[src/rtl/sprite_fetch_scheduler.sv]
// Per-scanline sprite fetch sequencer: scans the attribute table, reads one ROM line
// per hit sprite into a shadow buffer, commits to visible slots. Optional: SPRITE_FETCH_STATS_EN.
module sprite_fetch_scheduler #(
  parameter int NUM_SPRITES  = 8,
  parameter int MAX_PER_LINE = 4,
  parameter int COORD_W      = 10
) (
  input  logic                                  clk,
  input  logic                                  reset,
  input  logic                                  line_start,
  input  logic [COORD_W-1:0]                    next_line,
  input  logic [NUM_SPRITES*(7+2*COORD_W)-1:0]  sprite_table,
  output logic                                  rom_read_enable,
  output logic [3:0]                            rom_sprite_id,
  output logic [1:0]                            rom_orientation,
  output logic [2:0]                            rom_line_index,
  input  logic [7:0]                            rom_data,
  output logic [MAX_PER_LINE-1:0]               slot_valid,
  output logic [MAX_PER_LINE*8-1:0]             slot_bitmap,
  output logic [MAX_PER_LINE*COORD_W-1:0]       slot_x,
  output logic                                  fetch_done,
  output logic                                  busy,
  output logic                                  overflow
`ifdef SPRITE_FETCH_STATS_EN
  ,
  output logic [15:0]                           stat_drop_count
`endif
);

  localparam int EW = 7 + 2*COORD_W;
  localparam int IW = (NUM_SPRITES > 1) ? $clog2(NUM_SPRITES) : 1;
  localparam int CW = $clog2(MAX_PER_LINE + 1);
  localparam logic [COORD_W:0] LINE_SPAN = 8;

  typedef enum logic [1:0] {IDLE, SCAN, WAIT} state_t;

  state_t               state, state_next;
  logic [IW-1:0]        idx;
  logic [COORD_W-1:0]   line_q;
  logic [CW-1:0]        shadow_count;
  logic                 shadow_ovf;
  logic [MAX_PER_LINE-1:0] shadow_valid;
  logic [7:0]           shadow_bitmap [MAX_PER_LINE];
  logic [COORD_W-1:0]   shadow_x      [MAX_PER_LINE];

  logic [EW-1:0]        entry;
  logic                 ent_en;
  logic [3:0]           ent_id;
  logic [1:0]           ent_orient;
  logic [COORD_W-1:0]   ent_x, ent_y;
  logic [COORD_W:0]     diff;
  logic                 hit, room, last;
  logic                 issue, capture, advance, commit, set_ovf, abort;

  always_comb begin
    entry = '0;
    for (int unsigned s = 0; s < NUM_SPRITES; s++) begin
      if (idx == IW'(s)) entry = sprite_table[s*EW +: EW];
    end
  end

  assign ent_en     = entry[EW-1];
  assign ent_id     = entry[EW-2 -: 4];
  assign ent_orient = entry[2*COORD_W+1 -: 2];
  assign ent_x      = entry[2*COORD_W-1 -: COORD_W];
  assign ent_y      = entry[COORD_W-1:0];

  // One extra bit so y > line shows up as a borrow instead of wrapping into range.
  assign diff = {1'b0, line_q} - {1'b0, ent_y};
  assign hit  = ent_en && !diff[COORD_W] && (diff < LINE_SPAN);
  assign room = shadow_count < CW'(MAX_PER_LINE);
  assign last = idx == IW'(NUM_SPRITES - 1);

  always_ff @(posedge clk) begin
    if (reset) state <= IDLE;
    else       state <= state_next;
  end

  always_comb begin
    state_next = state;
    issue      = 1'b0;
    capture    = 1'b0;
    advance    = 1'b0;
    commit     = 1'b0;
    set_ovf    = 1'b0;
    abort      = 1'b0;
    if (line_start) begin
      state_next = SCAN;
      abort      = (state != IDLE);
    end else begin
      case (state)
        SCAN: begin
          if (hit && room) begin
            issue      = 1'b1;
            state_next = WAIT;
          end else begin
            set_ovf = hit;
            if (last) begin
              commit     = 1'b1;
              state_next = IDLE;
            end else begin
              advance = 1'b1;
            end
          end
        end
        WAIT: begin
          capture = 1'b1;
          if (last) begin
            commit     = 1'b1;
            state_next = IDLE;
          end else begin
            advance    = 1'b1;
            state_next = SCAN;
          end
        end
        default: ;
      endcase
    end
  end

  always_ff @(posedge clk) begin
    if (reset) begin
      idx             <= '0;
      line_q          <= '0;
      shadow_count    <= '0;
      shadow_ovf      <= 1'b0;
      shadow_valid    <= '0;
      for (int unsigned k = 0; k < MAX_PER_LINE; k++) begin
        shadow_bitmap[k] <= '0;
        shadow_x[k]      <= '0;
      end
      rom_read_enable <= 1'b0;
      rom_sprite_id   <= '0;
      rom_orientation <= '0;
      rom_line_index  <= '0;
      slot_valid      <= '0;
      slot_bitmap     <= '0;
      slot_x          <= '0;
      fetch_done      <= 1'b0;
      busy            <= 1'b0;
      overflow        <= 1'b0;
    end else begin
      fetch_done <= commit;
      busy       <= (state_next != IDLE);
      if (line_start) begin
        line_q          <= next_line;
        idx             <= '0;
        shadow_count    <= '0;
        shadow_ovf      <= 1'b0;
        shadow_valid    <= '0;
        rom_read_enable <= 1'b0;
      end else begin
        if (advance) idx <= idx + 1'b1;
        if (set_ovf) shadow_ovf <= 1'b1;
        if (issue) begin
          rom_read_enable <= 1'b1;
          rom_sprite_id   <= ent_id;
          rom_orientation <= ent_orient;
          rom_line_index  <= diff[2:0];
        end
        if (capture) begin
          for (int unsigned k = 0; k < MAX_PER_LINE; k++) begin
            if (CW'(k) == shadow_count) begin
              shadow_bitmap[k] <= ~rom_data;
              shadow_x[k]      <= ent_x;
              shadow_valid[k]  <= 1'b1;
            end
          end
          shadow_count    <= shadow_count + 1'b1;
          rom_read_enable <= 1'b0;
        end
        // A commit out of WAIT also folds in the line being captured this same edge.
        if (commit) begin
          overflow <= shadow_ovf | set_ovf;
          for (int unsigned k = 0; k < MAX_PER_LINE; k++) begin
            if (capture && (CW'(k) == shadow_count)) begin
              slot_valid[k]                  <= 1'b1;
              slot_bitmap[k*8 +: 8]          <= ~rom_data;
              slot_x[k*COORD_W +: COORD_W]   <= ent_x;
            end else if (CW'(k) < shadow_count) begin
              slot_valid[k]                  <= shadow_valid[k];
              slot_bitmap[k*8 +: 8]          <= shadow_bitmap[k];
              slot_x[k*COORD_W +: COORD_W]   <= shadow_x[k];
            end else begin
              slot_valid[k]                  <= 1'b0;
              slot_bitmap[k*8 +: 8]          <= '0;
              slot_x[k*COORD_W +: COORD_W]   <= '0;
            end
          end
        end
      end
    end
  end

`ifdef SPRITE_FETCH_STATS_EN
  always_ff @(posedge clk) begin
    if (reset) begin
      stat_drop_count <= '0;
    end else if ((abort || (commit && (shadow_ovf || set_ovf))) && (stat_drop_count != 16'hFFFF)) begin
      stat_drop_count <= stat_drop_count + 1'b1;
    end
  end
`endif

endmodule
[config.mk]
export PLATFORM = sky130hd
export DESIGN_NAME = sprite_fetch_scheduler
export DESIGN_NICKNAME = d
export VERILOG_FILES = /design/src/rtl/sprite_fetch_scheduler.sv
export SDC_FILE = /design/constraint.sdc
export NUM_CORES = 1
export LEC_CHECK = 0
export CAP_MARGIN = 15
export CORE_MARGIN = 4
export CORE_UTILIZATION = 30
export CTS_CLUSTER_DIAMETER = 100
export DETAILED_ROUTE_END_ITERATION = 12
export PLACE_DENSITY_LB_ADDON = 0.08
export SLEW_MARGIN = 0
export SYNTH_ARGS = -nofsm -noshare
export SYNTH_HDL_FRONTEND = slang
export SYNTH_SLANG_ARGS = --single-unit
[constraint.sdc]
create_clock -name clk -period 7.2 [get_ports clk]
set_input_delay 2.16 -clock clk [delete_from_list [all_inputs] [get_ports clk]]
set_output_delay 2.16 -clock clk [all_outputs]
set_load 0.02 [all_outputs]
# --- Yosys cells after proc, flatten, opt, wreduce, memory -nomap -nowiden ---
# Memory sizes are Yosys's and may differ from the RTL's.
# Index checks and enable logic that the tools add are counted.
totals:
  regBits: 112
  n_memories: 2
  word_cells: 155
  mem_bits_rw: 72
classes:
  eq_ne: 12
  reduce_logical: 19
  n_lt_le_gt_ge: 6
  n_mux: 83
  add_sub_neg: 3
  bitwise_logic: 11
memory_table:
  columns: ["memory", "depth", "width", "rd", "rd_ports_with_merged_regs", "wr", "line", "rtl"]
  rows:
  - ["shadow_x", 4, 10, 4, 0, 4, "44", "logic [COORD_W-1:0] shadow_x [MAX_PER_LINE];"]
  - ["shadow_bitmap", 4, 8, 4, 0, 4, "43", "logic [7:0] shadow_bitmap [MAX_PER_LINE];"]
ops:
  columns: ["cell", "count"]
  rows:
  - ["$mux 27", 8]
  - ["$mux 10", 12]
  - ["$mux 8", 12]
  - ["$mux 1", 45]
  - ["$eq 3x3->1 const B", 4]
  - ["$reduce_and 2->1", 6]
  - ["$lt 11x4->1 const B", 1]
  - ["$sub 10x10->11", 1]
  - ["$or 1x1->1", 9]
  - ["$not 8->8", 1]
  - ["$logic_and 1x1->1", 7]
  - ["$add 3x1->3 const B", 2]
  - ["$eq 2x3->1 const A", 2]
  - ["$eq 3x2->1 const B", 2]
  - ["$logic_not 3->1", 2]
  - ["$lt 1x3->1 const A", 2]
  - ["$lt 2x3->1 const A", 2]
  - ["$mux 2", 3]
  - ["$pmux 1 s2", 2]
  - ["$pmux 2 s2", 1]
  - ["$eq 1x3->1 const A", 1]
  - ["$eq 3x1->1 const B", 1]
  - ["$lt 3x3->1 const B", 1]
  - ["$reduce_or 3->1", 1]
  - ["other kinds (6)", 6]

# --- Longest topological paths before layout ---
logic_depth:
  depth_word: 18
  ltp_mapped: 25

# --- Least setup slack after synthesis ---
# Ideal clock, no wire load.
synth_timing:
  path_type: "input -> register"
  start: "input sprite_table[1]"
  end: "register rom_sprite_id[3]"
  t_arrival_ns: 5.665
  path_slack_ns: 1.456
  n_path_buf: 1
  cell_stages: 17
  t_required_ns: 7.121
  path_cell_list: "nand3_1 a311oi_1 a21oi_1 o211ai_1 o21ai_0 o21ai_0 o21ai_0 ha_1 nor2b_1 o31a_1 o311ai_0 mux2_2 nor4_4 nor4b_4 buf_6 nor2_1 a211oi_2"
synth_between:
  elab_chain_len: 17
  word_cells_on_any_way: 18
  cone_classes: "add/sub (1); order compare (1); mux (11); reduce/logical (5)"
synth_rtl:
  columns: ["item", "line", "rtl"]
  rows:
  - ["start: declaration", "12", "input logic [NUM_SPRITES*(7+2*COORD_W)-1:0] sprite_table,"]
  - ["$mux 27 (*) (8 in a row)", "58", "if (idx == IW'(s)) entry = sprite_table[s*EW +: EW];"]
  - ["$sub 10x10->11 (*)", "69", "assign diff = {1'b0, line_q} - {1'b0, ent_y};"]
  - ["branches (longest 2 deep; another with $lt 11x4->1)", null, null]
  - ["$logic_and 1x1->1 (*)", "70", "assign hit = ent_en && !diff[COORD_W] && (diff < LINE_SPAN);"]
  - ["$logic_and 1x1->1 (*)", "93", "if (hit && room) begin"]
  - ["$mux 1 (*)", "93", null]
  - ["$mux 1 (*)", "91", "case (state)"]
  - ["$mux 1 (*)", "87", "if (line_start) begin"]
  - ["$reduce_and 2->1 (no source line) (*)", null, null]
  - ["end signal: assignment", "157", "rom_sprite_id <= ent_id;"]
  - ["end: declaration", "14", "output logic [3:0] rom_sprite_id,"]
# Mark *: on every way between the ends.
# A chain may end at the register's enable or synchronous reset.

# --- Worst setup path after layout ---
layout_timing:
  start: "input sprite_table[1]"
  end: "register slot_x[23]"
layout_between:
  elab_chain_len: 17
  word_cells_on_any_way: 18
  cone_classes: "add/sub (1); order compare (1); mux (11); reduce/logical (5)"
layout_rtl:
  columns: ["item", "line", "rtl"]
  rows:
  - ["$mux 27 (*) (8 in a row)", "58", null]
  - ["$sub 10x10->11 (*)", "69", null]
  - ["branches (longest 2 deep; another with $lt 11x4->1)", null, null]
  - ["$logic_and 1x1->1 (*)", "70", null]
  - ["$logic_and 1x1->1 (*)", "93", null]
  - ["$mux 1 (*)", "93", null]
  - ["$pmux 1 s2 (*)", "91", null]
  - ["$mux 1 (*)", "87", null]
  - ["$reduce_and 2->1 (no source line) (*)", null, null]
  - ["end signal: indexed assignment", "179", "slot_x[k*COORD_W +: COORD_W] <= ent_x;"]
  - ["end signal: indexed assignment", "183", "slot_x[k*COORD_W +: COORD_W] <= shadow_x[k];"]
  - ["end: declaration", "20", "output logic [MAX_PER_LINE*COORD_W-1:0] slot_x,"]
# Marked as above.

==> out/summary.txt <==
CP Data Arrival Time -> 6.74 ns
Post-synth EDFFs -> 72
Final instance area -> 0.0139 mm^2
Pre-antenna DRT Iters -> 5
Clock skew -> 0.0195 ns
Reg clk slew, reported paths -> 0.07 ns
Worst-skew pair later-pin latency -> 0.44 ns
Number of global-route vias before repair -> 9,516
Gr usage total -> 20.9%
Initial Util -> 30.7%
Number of port buffers -> 325
Top_reg_cell synth -> dfxtp_1
RSZ-0062 raised after global routing -> no
Sw Ratio -> 26.3%
Setup CP Type -> input port to register
Syn nets -> 1,408
Filler cell count -> 3,169
Int Power -> 0.00174 W
DR vias/cell -> 5.17
Drt wl/cell -> 20.7 um
Yosys cell types -> 60
Pin count of the biggest net entering global routing -> 156
Die width -> 189 um
Area share of the largest cell type after synthesis -> 22.8%
Cell row count -> 65
Peak Freq -> 156 MHz
Hold Fails Final Rpt -> 0
TritonCTS buffer count -> 17
Post-Route WL -> 38,300 um
Maximum vdd drop -> 163 uV
Slew HR -> 22.4%
P&R area growth vs syn -> 42.0%
IO Pins -> 326
CTS tree -> done
PnR worst setup slack -> 0.786 ns
FF+latch area -> 0.00440 mm^2
Switching Power -> 0.000622 W
Worst path depth -> 17
Final min period -> 6.41 ns
HP Class -> register to register
R2R depth -> 20
DR iter-0 viols -> 572
Synthesized flop and latch total -> 184
Sum of negative setup slack -> 0 ns
Hold depth -> 2
Clk sinks -> 184
Most frequent cell on the critical path -> o21ai_0
RePlAce Congestion -> 0.874
Outcome -> finished, final reports clean
Sequential area share after synthesis -> 44.8%
Combinational share of power -> 13.4%
Htree depth -> 4
Crit path launch type -> input port
Avg Cell Area, Syn -> 8.55 um^2
Multi-input logic area -> 0.00495 mm^2
Total grt overflow -> 0
Cell area power density -> 169 mW/mm^2
Sequential share of power -> 46.7%
Number of remaining DRC errors -> 0
Async SR Flop Fraction -> 0%
First-pass GRT wire length -> 57,900 um
Layout cells sized above 1 -> 4.46%
Post-route insts no fill -> 1,850
Critical path required time -> 7.52 ns
Post-DP HPWL -> 28,400 um
Worst-path cell chain -> clkdlybuf4s50_1 > nand3_1 > a311oi_1 > a21oi_1 > o211ai_1 > o21ai_0 > o21ai_0 > o21ai_0 > ha_1 > nor2b_1 > o31a_1 > o311ai_0 > mux2_2 > nor4_4 > a211oi_4 > buf_12 > a311oi_1
Final Cycle Share -> 89.1%
Post-DRT Antenna Nets -> 0
Worst-Margin Slew -> 1.16 ns
Crit end category -> register
Post-CTS Hold Fix Bufs -> 0
Synth Warn # -> 0
CTS resizes -> 0
Die Area -> 0.0357 mm^2
Clk buf depth -> 2
Critical path's top delay family -> compound AO/OA/AOI/OAI gates
DIE HEIGHT -> 189 um
Placed insts -> 1,816
Mapped Cells -> 1,149
Power share of the clock group -> 39.9%
Max Slew Vio Count -> 0
Clk root buf -> clkbuf_16
Largest stage delay on the critical path -> 0.50 ns
Pre-CTS setup slack -> 0.396 ns
Postcts setup bufs -> 0
CP Buf/Inv Count -> 2
Yosys top cell by area -> dfxtp_1
Fin nets -> 1,659
Max-Cap Viols -> 0
Vias -> 9,556
Lkg Pwr -> 4.63 nW
Area after DPL -> 0.0133 mm^2
Antenna violations before repair -> 2
Core area -> 0.0320 mm^2
Crit Path Max Fanout -> 155
Synth top area cells -> dfxtp_1 (23%), edfxtp_1 (22%), nor2_1 (9.5%)
Cell area after synthesis -> 0.00982 mm^2
Slowest CP cell -> a311oi_1
Endpoints failing setup -> 0
## state kept, by name, summed over array words and instances (netlist names), 2 cells and up
name,count
line_q,10
rom_sprite_id,4
shadow_valid,4
slot_bitmap,32
shadow_bitmap,32
shadow_x,40
state,2
slot_x,40
shadow_count,3
slot_valid,4
rom_orientation,2
rom_line_index,3
idx,3
## path summary, 6_finish.rpt
check             startpoint         endpoint  slack [ns]
max          sprite_table[1]       slot_x[23]        0.79
min          shadow_valid[1]  shadow_valid[1]        0.47
max reg2reg           idx[0]       slot_x[23]        1.31
min reg2reg  shadow_valid[1]  shadow_valid[1]        0.47
## synth_stat cells (8+ instances only)
library cell and instances:
nor2_1 248, dfxtp_1 112, clkbuf_1 81, a21oi_1 77
nand2_1 77, edfxtp_1 72, a211oi_1 66, o21ai_0 57
nand3_1 34, a22oi_1 31, a311oi_1 30, o211ai_1 27
ha_1 21, a31oi_1 17, buf_1 15, mux2i_1 15
inv_1 13, nand3b_1 11, o211a_1 11, nand2b_1 10
nor2b_1 10, o2111ai_1 10, o22a_1 10, nor3_1 8
o22ai_1 8
## per-layer routing
layer / global-route usage (%) / share of wire [%] / vias to the layer above / routed length (um)
met2: 35.2 / 48 / 279 / 18500
met3: 5.46 / 6.5 / 31 / 2490
met4: 5.66 / 2.0 / 0 / 770
met5: 0 / 0 / - / 0
met1: 26.5 / 43 / 4504 / 16500
li1: - / - / 4742 / -
## final cells by class
class / instances / area share [%]
Timing Repair Buffer: 341 / 24.3
Tap cell: 435 / 3.90
Antenna cell: 2 / 0.0359
Inverter: 14 / 0.377
Sequential cell: 184 / 31.6
Clock inverter: 15 / 1.31
Multi-Input combinational cell: 842 / 35.5
Clock buffer: 17 / 3.05
## power by group through the flow
stage / sequential (W) / combinational, W / clock, W
floorplan: 0.00113 / 0.000130 / 0
global route: 0.00111 / 0.000343 / 0.00101
finish: 0.00110 / 0.000316 / 0.000943
detailed placement: 0.00113 / 0.000317 / 0
CTS: 0.00110 / 0.000318 / 0.000968
global placement: 0.00113 / 0.000317 / 0
## layout by cell type, fill, tap and decap left out, types with 3 or more instances in the layout
cell,n
a211oi_1,65
a211oi_2,3
a21o_1,4
a21oi_1,77
a221oi_1,7
a22oi_1,31
a311oi_1,30
a31oi_1,17
buf_4,16
clkbuf_16,17
clkdlybuf4s50_1,324
clkinv_4,3
clkinv_8,7
dfxtp_1,112
edfxtp_1,72
ha_1,19
inv_1,13
inv_6,3
mux2i_1,15
nand2_1,77
nand2b_1,10
nand3_1,34
nand3b_1,11
nor2_1,247
nor2b_1,10
nor3_1,8
o2111ai_1,10
o211a_1,11
o211ai_1,27
o21a_1,4
o21ai_0,57
o22a_1,10
o22ai_1,8
o31a_1,7
xnor2_1,3
xor2_1,4
## stage by stage
stage | total power [W] | utilization (%) | hold WS [ns]
final | 0.00236 | 43.6 | 0.475
after global routing | 0.00246 | 43.6 | 0.500
after CTS | 0.00239 | 43.6 | 0.476
after detailed placement | 0.00144 | 41.7 | 0.459
after global placement | 0.00144 | 41.7 | 0.449
after floorplan | 0.00126 | - | 0.424
## cells by family after synthesis
kind of cell,Yosys count,share of synthesized area [%]
XOR/XNOR,7,0.624
flip-flops,184,44.8
buffers and inverters,123,4.93
AND/OR/NAND/NOR,414,18.1
adder cells (fa/ha/maj),22,2.88
AO/OA/AOI/OAI,383,27.0
multiplexers,16,1.64
## worst register-to-register path, cell delays in order (launching register included)
cell and delay (ns):
dfxtp_1 0.40, inv_1 0.08, ha_1 0.19, buf_4 0.23
inv_1 0.74, nor2_1 0.10, a311oi_1 0.49, a21oi_1 0.08
o211ai_1 0.18, o21ai_0 0.11, o21ai_0 0.14, o21ai_0 0.17
ha_1 0.32, nor2b_1 0.14, o31a_1 0.31, o311ai_0 0.44
mux2_2 0.41, nor4_4 0.42, a211oi_4 0.13, buf_12 0.26
a311oi_1 0.48
Note: power is estimated with default switching activity, not from simulation.
==> RTL edit, RTL diff (same flow settings) <==
Add a define of `SPRITE_FETCH_STATS_EN`.
--- a/src/rtl/sprite_fetch_scheduler.sv
+++ b/src/rtl/sprite_fetch_scheduler.sv
@@ -1,5 +1,7 @@
 // Per-scanline sprite fetch sequencer: scans the attribute table, reads one ROM line
 // per hit sprite into a shadow buffer, commits to visible slots. Optional: SPRITE_FETCH_STATS_EN.
+`define SPRITE_FETCH_STATS_EN
+
 module sprite_fetch_scheduler #(
   parameter int NUM_SPRITES  = 8,
   parameter int MAX_PER_LINE = 4,
Function (old outputs only; new: stat_drop_count): kept (Yosys induction, for registers that start in step).
==> RTL edit against the original RTL <==
  * Total power grew 6.8%
  * Utilization decreased by 0.59 points
  * Sequential cell count rose by 16
  * Count of clock-buffer cells in the layout did not move
  * Cell area grew 6.4%
  * Routed wire length is 7.0% higher
  * Synthesized area up 6.4%
  * Worst setup slack got worse by 250 ps
  * Register-to-register slack better by 60 ps
  * Largest cell class unchanged
  * Highest routed layer unchanged
==> RTL edit: results (changes against the original RTL) <==
[status]
status=complete, no violations

[place]
place_area_mm2=0.0142  ; +6.6%
place_congestion=0.844  ; -3.5%
placedCellCount=1930  ; +6.3%
dpl.hpwl_um=31000  ; +9.0%
place_ws_ps=80.4  ; -316 ps
portBuffers=341  ; +4.9%

[synth]
synth_seq_area_share_pct=45.2  ; +0.35 points
synthXorXnorAreaFrac_pct=0.419  ; -0.21 points
synth_nets=1486  ; +5.5%
synthMuxAreaShare_pct=2.51  ; +0.87 points
ys_top_cells_by_count=282 x nor2_1, 128 x dfxtp_1, 87 x clkbuf_1
syn_inst=1225  ; +6.6%
synth_compound_area_share_pct=22.5  ; -4.4 points
yosys-top-cells-area=dfxtp_1 25%, edfxtp_1 21%, nor2_1 10%
synth_cell_type_count=65  ; +8.3%

[setup_path]
worst_ep_arrival_time_ps=6960  ; +220 ps
r2r_start=idx[1]$_SDFFE_PP0P_
reg2reg_to=stat_drop_count[1]$_SDFFE_PP0P_
r2r_slack_ps=1370  ; +60 ps
path_max_fanout=13  ; -92%
reg2reg_depth=23  ; +15%

[global_route]
grtUsageMet1_pct=25.9  ; -0.60 points
met2_usage_pct=35.2  ; about the same
grt_max_degree=77  ; -51%
antenna_found_initial=5  ; +3
grtUsageMet3_pct=5.88  ; +0.42 points
grt_pass1_vias=10200  ; +7.2%
grt_usage_pct=20.7  ; -0.13 points

[final_layout]
clkCellAreaFrac_pct=4.10  ; -0.26 points
buffers=367  ; +7.6%
multi_input_area_mm2=0.00522  ; +5.5%
nFillCells=3517  ; +11%
inv_count=15  ; +1
nonClkBufAreaFrac_pct=24.6  ; +0.30 points
syn_to_final_growth_pct=41.9  ; about the same
final_nets=1755  ; +5.8%
drive_gt1_share_pct=5.18  ; +0.72 points
n_antenna_cell=5  ; +3

[floorplanning]
core_mm2=0.0345  ; +7.8%

[timing]
worst_pin_slew_ps=1050  ; -114 ps
whs_ps=469  ; -5.47 ps
clock_skew_ps=21.3  ; +1.73 ps

[detailed_routing]
wl_per_cell_um=20.8  ; +0.64%

[pwr]
power_frac_seq_pct=47.3  ; +0.6 points
powerClk_mw=0.989  ; +4.9%
p_seq_mw=1.19  ; +8%
p_int_mw=1.87  ; +7.6%

==> RTL edit: changes by cell type in the layout (fill, tap and decap cells not counted), moves of 17 or more <==
| cell | before | now |
|---|---|---|
| nor2_1 | 247 | 282 |
| o311ai_0 | 1 | 18 |
| nand2_1 | 77 | 55 |
| a221oi_1 | 7 | 47 |
| a22oi_1 | 31 | 0 |
| nor3_1 | 8 | 69 |
==> RTL edit: worst max-delay path: stages <==
cell	delay, ps
clkdlybuf4s50_1	460
a221oi_1	70
o311ai_0	290
o211ai_1	200
nand3_1	160
o21ai_0	80
o21ai_0	270
ha_1	230
inv_1	50
fa_1	410
a211oi_1	330
o21a_1	180
mux2_2	330
a21oi_1	230
nand4_4	250
nor2_1	250
o21ba_1	500
buf_4	250
mux2i_1	180
nor2_1	50
==> RTL edit: routing by layer <==
| layer | part of all wire, % | up-vias |
|---|---|---|
| met3 | 7.2 | 26 |
| met1 | 43 | 4842 |
| met4 | 1.6 | 0 |
| met5 | 0 | - |
| met2 | 49 | 307 |
| li1 | - | 5017 |
